### src/rtl/shift_add_sequencer.sv
// shift_add_sequencer
// Control and operand stage for a sequential shift-add multiplier. It accepts
// one unsigned operand pair, clears the downstream accumulator, then feeds it
// the shifted multiplicand once per multiplier bit (LSB first). It raises
// result_valid once the accumulator holds the product.
//
// Optional build macro: EARLY_TERM_EN
//   When defined, RUN also ends as soon as the remaining multiplier bits are
//   all zero, so iterations that would only add zero are skipped. A zero
//   multiplier still runs one RUN cycle.
//
// Every output is decoded from registered state and datapath only. No input
// reaches an output combinationally.

module shift_add_sequencer #(
  parameter int WIDTH_P = 32,
  parameter int OPW_P   = 16
) (
  input  logic               clk,
  input  logic               reset,
  input  logic               in_valid,
  output logic               in_ready,
  input  logic [OPW_P-1:0]   multiplicand,
  input  logic [OPW_P-1:0]   multiplier,
  output logic               flush,
  output logic               add_shift,
  output logic [WIDTH_P-1:0] addend,
  output logic               busy,
  output logic               result_valid,
  input  logic               result_ready
);

  localparam int CNT_W = $clog2(OPW_P + 1);

  // The full product must fit in the accumulator, or the result is silently
  // truncated. Catch that at elaboration time.
  generate
    if (WIDTH_P < 2 * OPW_P) begin : g_width_check
      $error("shift_add_sequencer: WIDTH_P must be >= 2*OPW_P");
    end
  endgenerate

  typedef enum logic [1:0] {
    ST_IDLE  = 2'd0,
    ST_CLEAR = 2'd1,
    ST_RUN   = 2'd2,
    ST_DONE  = 2'd3
  } state_t;

  state_t             r_state;
  state_t             w_state_nxt;
  logic [WIDTH_P-1:0] r_mcand;
  logic [WIDTH_P-1:0] w_mcand_nxt;
  logic [OPW_P-1:0]   r_mplier;
  logic [OPW_P-1:0]   w_mplier_nxt;
  logic [CNT_W-1:0]   r_count;
  logic [CNT_W-1:0]   w_count_nxt;

  logic               w_count_last;
  logic               w_last_iter;

  // The last iteration is reached when the bit count runs out. With early
  // termination it is also reached when no set multiplier bits remain.
  assign w_count_last = (r_count == CNT_W'(OPW_P - 1));

`ifdef EARLY_TERM_EN
  logic w_rest_zero;
  assign w_rest_zero = ((r_mplier >> 1) == '0);
  assign w_last_iter = w_count_last | w_rest_zero;
`else
  assign w_last_iter = w_count_last;
`endif

  // Next-state and next-datapath logic for the sequencer.
  always_comb begin
    // NOTE: every variable gets a default before the case, so paths that do
    // not assign it hold the old value instead of inferring a latch.
    w_state_nxt  = r_state;
    w_mcand_nxt  = r_mcand;
    w_mplier_nxt = r_mplier;
    w_count_nxt  = r_count;

    case (r_state)
      ST_IDLE: begin
        if (in_valid) begin
          w_mcand_nxt  = WIDTH_P'(multiplicand);
          w_mplier_nxt = multiplier;
          w_count_nxt  = '0;
          w_state_nxt  = ST_CLEAR;
        end
      end

      ST_CLEAR: begin
        w_state_nxt = ST_RUN;
      end

      ST_RUN: begin
        // Bits shifted past the top of the accumulator width are dropped.
        // This cannot lose product bits, because WIDTH_P >= 2*OPW_P.
        w_mcand_nxt  = r_mcand << 1;
        w_mplier_nxt = r_mplier >> 1;
        w_count_nxt  = r_count + CNT_W'(1);
        if (w_last_iter) begin
          w_state_nxt = ST_DONE;
        end
      end

      ST_DONE: begin
        if (result_ready) begin
          w_state_nxt = ST_IDLE;
        end
      end

      default: begin
        w_state_nxt = ST_IDLE;
      end
    endcase
  end

  // State and datapath registers. An asynchronous reset returns to IDLE.
  always_ff @(posedge clk or posedge reset) begin
    // NOTE: the operand registers are reset along with the state. A
    // freshly reset block then shows the same internal values every time,
    // even though IDLE never reads them.
    if (reset) begin
      r_state  <= ST_IDLE;
      r_mcand  <= '0;
      r_mplier <= '0;
      r_count  <= '0;
    end else begin
      // NOTE: non-blocking assignments keep every register sampling the
      // pre-edge values of the others, whatever the statement order.
      r_state  <= w_state_nxt;
      r_mcand  <= w_mcand_nxt;
      r_mplier <= w_mplier_nxt;
      r_count  <= w_count_nxt;
    end
  end

  // Output decode from registered state and datapath only.
  always_comb begin
    in_ready     = 1'b0;
    flush        = 1'b0;
    add_shift    = 1'b0;
    addend       = '0;
    busy         = 1'b0;
    result_valid = 1'b0;

    case (r_state)
      ST_IDLE: begin
        in_ready = 1'b1;
      end
      ST_CLEAR: begin
        flush = 1'b1;
        busy  = 1'b1;
      end
      ST_RUN: begin
        // addend carries the shifted multiplicand on every RUN cycle.
        // add_shift alone decides whether the accumulator uses it.
        addend    = r_mcand;
        add_shift = r_mplier[0];
        busy      = 1'b1;
      end
      ST_DONE: begin
        result_valid = 1'b1;
      end
      default: begin
        in_ready = 1'b0;
      end
    endcase
  end

  // A clear and an add never happen on the same accumulator cycle.
  a_no_flush_and_add : assert property (
    @(posedge clk) disable iff (reset) !(flush && add_shift)
  );

  // Exactly one of the state-level status outputs is high in every state.
  a_status_onehot : assert property (
    @(posedge clk) disable iff (reset)
      $onehot({in_ready, busy, result_valid})
  );

endmodule

### config.mk
export PLATFORM = sky130hd
export DESIGN_NAME = shift_add_sequencer
export DESIGN_NICKNAME = d
export VERILOG_FILES = /design/src/rtl/shift_add_sequencer.sv
export SDC_FILE = /design/constraint.sdc
export NUM_CORES = 1
export LEC_CHECK = 0
export BUFFER_PORTS_ARGS = -buffer_cell sky130_fd_sc_hd__buf_2
export CAP_MARGIN = 20
export CORE_ASPECT_RATIO = 1.75
export CORE_MARGIN = 3
export CORE_UTILIZATION = 55
export CTS_CLUSTER_SIZE = 14
export DETAILED_ROUTE_END_ITERATION = 12
export PLACE_DENSITY_LB_ADDON = 0.08
export SLEW_MARGIN = 10
export SYNTH_ARGS = -nofsm -noshare
export SYNTH_HDL_FRONTEND = slang
export SYNTH_SLANG_ARGS = --single-unit
### constraint.sdc
create_clock -name clk -period 4.26 [get_ports clk]
set_clock_uncertainty 0.1 [all_clocks]
set_input_delay 0.639 -clock clk [delete_from_list [all_inputs] [get_ports clk]]
set_output_delay 0.639 -clock clk [all_outputs]
set_load 0.03 [all_outputs]
== Word-level counts from Yosys, hierarchy flattened ==
Cells that the tools add are included.

* Register bits: 55
* Output and inout port bits: 37

* $add $sub $neg: 1
* Equality and inequality tests: 7
* Muxes and demuxes: 16
* Reductions and logical operators: 5

{| class="wikitable"
|+ Operator list
! operator !! number
|-
| $mux W32 || 2
|-
| $pmux W32 S2 || 1
|-
| $pmux W16 S2 || 1
|-
| $mux W16 || 1
|-
| $pmux W5 S2 || 1
|-
| $pmux W2 S4 || 1
|-
| $mux W2 || 3
|-
| $ne A2 B2 Y1 const B || 3
|-
| $add A5 B1 Y5 const B || 1
|-
| $eq A5 B4 Y1 const B || 1
|-
| $mux W1 || 5
|-
| $mux W5 || 1
|-
| $eq A2 B2 Y1 const B || 2
|-
| $reduce_and A3 Y1 || 1
|-
| $eq A2 B1 Y1 const B || 1
|-
| $logic_not A2 Y1 || 1
|-
| $reduce_and A2 Y1 || 1
|-
| $reduce_bool A2 Y1 || 1
|-
| $reduce_or A2 Y1 || 1
|}

== Logic depth before layout (Yosys ltp) ==
Gate-level depths: netlist of run 1.

* Depth after elaboration: 3
* Gate-level depth with buffers: 8
* Depth with buffers taken out: 6

== Least setup slack after synthesis of run 1 ==
OpenSTA, ideal clock, no wires.

* Path kind: register -> output
* Start point: reg r_state[0]
* End point: out addend[10]
* Arrival: 1550 ps
* Required time: 3521 ps
* Setup slack: 1971 ps
* Stages on the path, launching flop included: 7
* Path through: dfrtp_1 > inv_1 > ha_1 > buf_2 > buf_2 > clkbuf_1 > and2_1

* Longest elaborated chain between the ends: 2

{| class="wikitable"
|+ Ends and longest elaborated chain
! what !! RTL line !! text
|-
| start, declared || 50 || <nowiki>state_t r_state;</nowiki>
|-
| start signal, assigned || 133 || <nowiki>r_state <= w_state_nxt;</nowiki>
|-
| $eq A2 B2 Y1 || 149 || <nowiki>case (r_state)</nowiki>
|-
| $mux W32 || 149 ||
|-
| end, declared || 27 || <nowiki>output logic [WIDTH_P-1:0] addend,</nowiki>
|}

Every way passes these cells.

== Final worst setup path of run 1 ==
* Start point: reg r_state[0]
* End point: out addend[0]

The elaborated chain is that of the path after synthesis.

==> results.tsv, run 1 <==
metric	value	unit
Pleak	0.00163	uW
DR vias	2175	
Detailed Place HPWL	3960	um
Crit path required time	3.52	ns
DRT iter0 DRCs	85	
GRT Residual Overflow	0	
DR DRC count	0	
Avg WL per Cell	14.4	um
Worst Hold Class	input pin to async pin	
TritonCTS clock tree	yes	
core footprint	5020	um2
clk sinks	55	
Post-DRT Antenna Nets	0	
pin count of the biggest net entering global routing	40	
DR vias/cell	5.66	
Critical path buffers and inverters	3	
CP Cell Sequence	inv_1 > ha_2 > buf_4 > and2_1 > buf_2	
CP Launch Type	flip-flop	
Core Rows	34	
slowest stage cell on the critical path	ha_2	
PD cells	744	nW/um2
Num CTS Buffers	5	
Cells after Synth	282	
first-pass GRT wire length	9000	um
Synthesized Nets	324	
Final setup viols	0	
share of layout cells above drive strength 1	27.9	%
synth unique cells	30	
Routed Wire Length	5550	um
worst slew pin tran	0.849	ns
chip width	60.8	um
Clock Tree Buf Depth	2	
Clock Tree Root	clkbuf_8	
register area share after synthesis	47.5	%
Period Utilization, post-route	67.7	%
f_max	347	MHz
commonest cells after routing, fill and taps aside	72 x buf_2, 55 x dfrtp_1, 33 x and2_1, 19 x nand2_1, 18 x o21ai_1	
Initial Util	57.7	%
Yosys warning count	0	
status	completed	
final net count	371	
Pins Over Slew Limit	0	
critical path arrival	2.14	ns
Setup TNS	0	ns
Crit. End Element	output port	
initial antenna violation count	0	
# diodes	0	
Crit Path Category	flip-flop to output port	
drt first pass iters	4	
H-tree levels	2	
vias in the first global route	1970	
cts hold-fix bufs	0	
die footprint	6200	um2
slew margin rel.	42.2	%
Post-CTS Setup Inserts	0	
Worst path max stage delay	0.49	ns
CTS resizes	0	
Final Power	2410	uW
max_cap viols	0	
fin crit period	2.88	ns
hold violation count in the final report	0	
RSZ-0062 raised after global routing	no	
Mapped Area	2900	um2
fill cell count	459	
die height	102	um
worst vdd rail ir drop	0.409	mV
Mean Syn Cell Area	10.3	um2
commonest non-fill, non-tap cell in the layout	buf_2	
Max FO, Critical Path	36	
area grow syn2layout	11.6	%
IO Count	73	
clock latency on the worst-skew pair	0.31	ns
total global-route track usage	18.8	%
port bufs	72	
gpl congestion	0.749	
number of synthesized register bits	55	
CP top delay family	buffers and inverters	
Worst-path clk slew	0.10	ns
==> sequential cells by signal, indices dropped and copies added, names as in the netlist <==
signal and count:
r_mcand 32, r_mplier 16, r_count 5, r_state 2
==> synth_stat cells <==
cell / number / area (um2)
dfrtp_1: 55 / 1380
and2_1: 33 / 206
nand2_1: 19 / 71.3
o21ai_1: 18 / 90.1
a22o_1: 17 / 149
buf_4: 17 / 128
a21oi_1: 15 / 75.1
mux2i_1: 15 / 150
buf_2: 13 / 65.1
nand2b_1: 13 / 81.3
nand3_1: 12 / 60.1
a221o_1: 11 / 110
inv_1: 8 / 30.0
clkbuf_1: 7 / 26.3
ha_1: 6 / 75.1
nor2b_1: 4 / 25.0
o32ai_1: 4 / 35.0
and3_1: 2 / 12.5
mux2_2: 2 / 22.5
a211o_1: 1 / 8.76
buf_6: 1 / 11.3
mux2i_4: 1 / 22.5
nand3b_1: 1 / 7.51
nor2b_4: 1 / 13.8
nor3_1: 1 / 5.00
nor4b_1: 1 / 8.76
o21ai_0: 1 / 5.00
o22ai_1: 1 / 6.26
o31ai_1: 1 / 7.51
o32a_1: 1 / 10.0
==> cell type report <==
class                   instances  area (um2)  share of cell area [%]
multi-input cells             181        1260                    39.1
flip-flops and latches         55        1380                    42.6
inverters                       8        30.0                   0.929
clock inverters                 2        16.3                   0.503
repair buffers                 78         405                    12.5
well taps                      54        67.6                    2.09
clock buffers                   6        72.6                    2.25
==> cell families (layout without fill, tap and decap cells) <==
family	count (synthesis)	after routing	synth area share [%]
compound gates	70	70	17.2
buf+inv	46	94	8.99
simple gates	87	87	17.0
mux	18	18	6.74
fa+ha+maj	6	6	2.59
flops	55	55	47.5
==> final timing paths <==
kind	startpoint	to	slack [ns]	cells after the start
worst max-delay path	r_state[0]	addend[0]	1.38	5
worst min-delay path	reset	r_mplier[11]	0.18	2
worst max register to register	r_state[0]	r_mplier[15]	1.60	7
worst min register to register	r_mplier[0]	r_mplier[0]	0.40	2
max in group asynchronous	reset	r_count[2]	3.07	3
min in group clk	r_mplier[0]	r_mplier[0]	0.40	2
==> report_power, final <==
group	internal, uW	switching [uW]	leakage, uW
logic	494	745	0.000881
registers	729	150	0.000708
clock network	118	169	0.0000418
==> routing by layer <==
layer	global-route usage, %	wire (um)	up-vias
met2	30.2	2740	55
met4	7.35	117	0
li1	-	-	1066
met5	0	0	-
met1	24.0	2390	1047
met3	4.55	306	7
==> through the flow <==
step | instance area, um2 | instances | util (%) | setup slack [ns] | hold WS, ns
floorplan | 2900 | 282 | - | 1.97 | 0.347
global placement | 3140 | 376 | 62.6 | 1.67 | 0.364
detailed placement | 3140 | 376 | 62.6 | 1.57 | 0.385
CTS | 3230 | 384 | 64.4 | 1.34 | 0.186
global route | 3230 | 384 | 64.4 | 1.22 | 0.185
finish | 3230 | 384 | 64.4 | 1.38 | 0.183
(Power assumes the default switching activity.)
==> run 2: changes to the inputs <==
Settings changed: CORE_UTILIZATION 55 to 48.
Clock period 4.26 ns to 2.5 ns, I/O delays scaled along.
==> results.tsv, run 2 (synthesis results as in run 1) <==
metric	value	unit	change
grt peak-use layer	met2		
reg2reg path depth	7		unchanged
Post-CTS Setup Inserts	0		unchanged
DR DRC count	0		unchanged
Worst-path clk slew	0.10	ns	about the same
Largest Register	r_mcand		
fin crit period	2.24	ns	
worst r2r src	r_state[0]		
worst slew pin tran	0.623	ns	-0.226 ns
IO Count	73		unchanged
Avg WL per Cell	14.4	um	-0.66%
TritonCTS clock tree	yes		
RSZ-0062 raised after global routing	no		
Initial Util	50.6	%	-7.1 points
slew margin rel.	58.4	%	+16 points
Worst Hold Class	input pin to async pin		
DR vias	2197		+1.0%
Worst setup startpoint	r_state[0]		
CP endpoint	addend[17]		
Max FO, Critical Path	28		-22%
critical path arrival	1.76	ns	-0.38 ns
Clock Tree Buf Depth	2		unchanged
post-layout util	58.3	%	-6.1 points
cts hold-fix bufs	0		unchanged
Crit path required time	2.03	ns	-1.49 ns
max reg flops	32		unchanged
multi-input logic area	1270	um2	+0.79%
CP top delay family	buffers and inverters		
Worst R2R End	r_count[2]		
share of layout cells above drive strength 1	28.6	%	+0.74 points
core footprint	5720	um2	+14%
commonest cells after routing, fill and taps aside	72 x buf_2, 55 x dfrtp_1, 33 x and2_1, 19 x nand2_1, 18 x o21ai_1		
commonest non-fill, non-tap cell in the layout	buf_2		
final net count	374		+0.81%
# diodes	0		unchanged
Crit Path Category	flip-flop to output port		
Pleak	0.00167	uW	+2.2%
Post-DRT Antenna Nets	0		unchanged
DR vias/cell	5.38		-4.9%
f_max	447	MHz	
status	completed		
Setup TNS	0	ns	unchanged
H-tree levels	2		unchanged
Critical path buffers and inverters	3		unchanged
drt first pass iters	4		unchanged
CP Launch Type	flip-flop		
Final setup viols	0		unchanged
max_cap viols	0		unchanged
hold violation count in the final report	0		unchanged
PD cells	1290	nW/um2	+73%
chip width	64.7	um	+6.4%
Detailed Place HPWL	4150	um	+4.7%
register area	1380	um2	unchanged
Period Utilization, post-route	89.5	%	
Clock Tree Root	clkbuf_8		
Crit. End Element	output port		
CP Cell Sequence	inv_1 > ha_4 > buf_4 > and2_1 > buf_2		
clk sinks	55		unchanged
clock latency on the worst-skew pair	0.30	ns	about the same
worst vdd rail ir drop	0.744	mV	+82%
port bufs	72		unchanged
die footprint	7040	um2	+13%
Num CTS Buffers	5		unchanged
Worst path max stage delay	0.42	ns	-0.07 ns
first-pass GRT wire length	9920	um	+10%
largest registers	r_mcand: 32 flops, r_mplier: 16 flops, r_count: 5 flops		
DRT iter0 DRCs	66		-22%
critical path depth	5		unchanged
GRT met2 Usage	32.6	%	+2.4 points
Pins Over Slew Limit	0		unchanged
initial antenna violation count	0		unchanged
Reg2Reg Setup Slack	0.49	ns	-1.11 ns
area grow syn2layout	15.2	%	
Core Rows	36		+5.9%
gpl congestion	0.751		+0.31%
die height	109	um	+6.6%
fill cell count	530		+15%
met1 Use GR	19.7	%	-4.3 points
total global-route track usage	17.6	%	-1.1 points
Routed Wire Length	5860	um	+5.6%
vias in the first global route	2263		+15%
slowest stage cell on the critical path	dfrtp_1		
pin count of the biggest net entering global routing	47		+18%
GR met3 Demand/Resource	3.71	%	-0.84 points
GRT Residual Overflow	0		unchanged
-- run 2: power by group --
| group | switching (uW) | internal [uW] |
|---|---|---|
| Clock | 284 | 293 |
| Combinational | 1300 | 916 |
| Sequential | 256 | 1240 |
-- run 2: worst min-delay path by stage --
stage	from	slack, ns	to	cells past startpoint
after floorplan	r_mplier[0]	0.35	r_mplier[0]	2
after global placement	r_mplier[0]	0.37	r_mplier[0]	2
after detailed placement	r_mplier[0]	0.37	r_mplier[0]	2
after CTS	reset	0.05	r_mcand[22]	2
after global routing	reset	0.07	r_mcand[30]	2
final	reset	0.04	r_mcand[31]	2
-- run 2: area by class of cell --
cell class                 instances  share of cell area (%)
inverter                           8                   0.901
multi-input combinational        181                    38.2
clock inverter                     2                    1.13
tap                               76                    2.85
clock buffer                       5                    2.06
sequential                        55                    41.3
timing repair buffer              81                    13.6
-- run 2: per-stage QoR --
| stage | power (uW) | hold WS, ns | instance area, um2 | instances | setup slack, ns |
|---|---|---|---|---|---|
| 3_3_place_gp | 3700 | 0.365 | 3220 | 401 | 0.479 |
| 5_1_grt | 4620 | 0.0681 | 3330 | 408 | 0.109 |
| 6_report | 4290 | 0.0365 | 3330 | 408 | 0.262 |
| 2_1_floorplan | 3250 | 0.347 | 2900 | 282 | 0.475 |
| 4_1_cts | 4330 | 0.0477 | 3320 | 408 | 0.0669 |
| 3_5_place_dp | 3740 | 0.370 | 3220 | 401 | 0.421 |
-- run 2: per-layer routing --
metal / wire length, um / part of all wire, %
met1: 2420 / 41
met2: 3090 / 53
met3: 276 / 4.7
met4: 68 / 1.2
met5: 0 / 0
-- run 2: timing repair --
action	CTS	global route
hold endpoints to repair	0	0
endpoints found under the setup margin	0	19
gates resized for setup	0	1
==> run 3: changes to the inputs <==
Settings changed: CELL_PAD_IN_SITES_DETAIL_PLACEMENT set to 1, CELL_PAD_IN_SITES_GLOBAL_PLACEMENT set to 2, CORE_UTILIZATION 48 to 30.
==> results.tsv, run 3 (synthesis results as in run 1) <==
metric	value	unit	change
Initial Util	31.4	%	-19 points
TritonCTS clock tree	yes		
Clock Tree Root	clkbuf_16		
port bufs	72		unchanged
final net count	374		unchanged
multi-input logic area	1260	um2	-0.79%
chip width	80.3	um	+24%
H-tree levels	2		unchanged
slew margin rel.	53.9	%	-4.6 points
CTS resizes	0		unchanged
status	completed		
Worst R2R End	r_mcand[9]		
Crit Path Category	flip-flop to output port		
CP Launch Type	flip-flop		
Pleak	0.00168	uW	+0.86%
worst slew pin tran	0.691	ns	+0.0685 ns
Crit path required time	2.03	ns	about the same
first-pass GRT wire length	12200	um	+23%
total global-route track usage	14.3	%	-3.4 points
Combinational Power Share	49.9	%	-1.7 points
critical path arrival	1.70	ns	-0.06 ns
Setup TNS	0	ns	unchanged
DRT iter0 DRCs	106		+61%
cts hold-fix bufs	0		unchanged
Worst-path clk slew	0.07	ns	-0.03 ns
Post-CTS Setup Inserts	0		unchanged
Clock Tree Buf Depth	2		unchanged
IO Count	73		unchanged
worst slack, placed	0.453	ns	+0.0322 ns
commonest cells after routing, fill and taps aside	72 x buf_2, 55 x dfrtp_1, 33 x and2_1, 19 x nand2_1, 18 x o21ai_1		
Crit. End Element	output port		
pin count of the biggest net entering global routing	64		+36%
Max FO, Critical Path	63		+130%
Largest Register	r_mcand		
Period Utilization, post-route	87.1	%	-2.4 points
RSZ-0062 raised after global routing	no		
Core Rows	46		+28%
reg2reg path depth	6		-1
fill cell count	1084		+100%
NetSw	1940	uW	+5.3%
largest registers	r_mcand: 32 flops, r_mplier: 16 flops, r_count: 5 flops		
core footprint	9210	um2	+61%
max_cap viols	0		unchanged
internal cell power	2530	uW	+3.4%
drt first pass iters	4		unchanged
register area	1380	um2	unchanged
fin crit period	2.18	ns	-0.0605 ns
area grow syn2layout	18.0	%	
PD cells	1310	nW/um2	+1.7%
Routed Wire Length	7220	um	+23%
Switching Share	43.3	%	+0.43 points
f_max	459	MHz	+2.8%
sequential power share	33.8	%	-1.1 points
Num CTS Buffers	5		unchanged
DR DRC count	0		unchanged
Post-DRT Antenna Nets	0		unchanged
die footprint	10900	um2	+55%
vias in the first global route	2303		+1.8%
GRT Residual Overflow	0		unchanged
clock network power share	16.3	%	+2.9 points
fin worst setup slack	0.322	ns	+0.0605 ns
max reg flops	32		unchanged
# diodes	0		unchanged
DR vias	2220		+1.0%
DR vias/cell	4.90		-9.0%
die height	136	um	+25%
Avg WL per Cell	15.9	um	+11%
Reg2Reg Setup Slack	0.45	ns	-0.04 ns
worst r2r src	r_state[1]		
Final setup viols	0		unchanged
Pins Over Slew Limit	0		unchanged
Worst Hold Class	input pin to async pin		
initial antenna violation count	0		unchanged
clock latency on the worst-skew pair	0.30	ns	about the same
hold violation count in the final report	0		unchanged
worst vdd rail ir drop	0.436	mV	-41%
commonest non-fill, non-tap cell in the layout	buf_2		
clk sinks	55		unchanged
gpl congestion	0.704		-6.3%
share of layout cells above drive strength 1	28.8	%	+0.21 points
Detailed Place HPWL	5190	um	+25%
-- run 3: worst max path at each step --
stage / startpoint / slack, ns / endpoint
final: r_state[0] / 0.32 / addend[3]
after global routing: r_state[0] / 0.23 / addend[3]
after CTS: r_state[0] / 0.29 / addend[3]
after detailed placement: r_state[0] / 0.45 / r_mcand[9]
after global placement: r_state[0] / 0.53 / r_mcand[7]
after floorplan: r_state[0] / 0.48 / addend[10]
-- run 3: layout make-up --
class / instances / area share, %
Inverter: 8 / 0.879
Clock inverter: 2 / 0.476
Clock buffer: 6 / 4.07
Multi-Input combinational cell: 181 / 37.0
Timing Repair Buffer: 81 / 12.9
Tap cell: 120 / 4.40
Sequential cell: 55 / 40.3
-- run 3: critical path, stage by stage (launching register included) --
cell     delay, ns
dfrtp_1       0.42
inv_1         0.10
ha_2          0.22
buf_12        0.26
and2_1        0.18
buf_2         0.20
-- run 3: layer usage --
layer	vias to the layer above	GRT usage (%)	share of wire, %
li1	1067	-	-
met1	1097	17.7	41
met2	50	24.4	53
met3	6	2.85	4.4
met4	0	4.79	1.5
met5	-	0	0
-- run 3: power groups by stage --
| stage | clock [uW] | combinational (uW) | sequential [uW] |
|---|---|---|---|
| after floorplan | 0 | 1820 | 1430 |
| after global placement | 0 | 2250 | 1530 |
| after detailed placement | 0 | 2290 | 1540 |
| after CTS | 765 | 2300 | 1520 |
| after global routing | 791 | 2500 | 1570 |
| final | 730 | 2230 | 1510 |
-- run 3: stage by stage --
step | utilization (%) | total power, uW | instances | hold slack, ns | cell area (um2)
after detailed placement | 35.4 | 3830 | 445 | 0.371 | 3260
after CTS | 37.1 | 4580 | 453 | 0.105 | 3420
after global placement | 35.4 | 3780 | 445 | 0.364 | 3260
final | 37.1 | 4470 | 453 | 0.0699 | 3420
after floorplan | - | 3250 | 282 | 0.347 | 2900
after global routing | 37.1 | 4870 | 453 | 0.130 | 3420
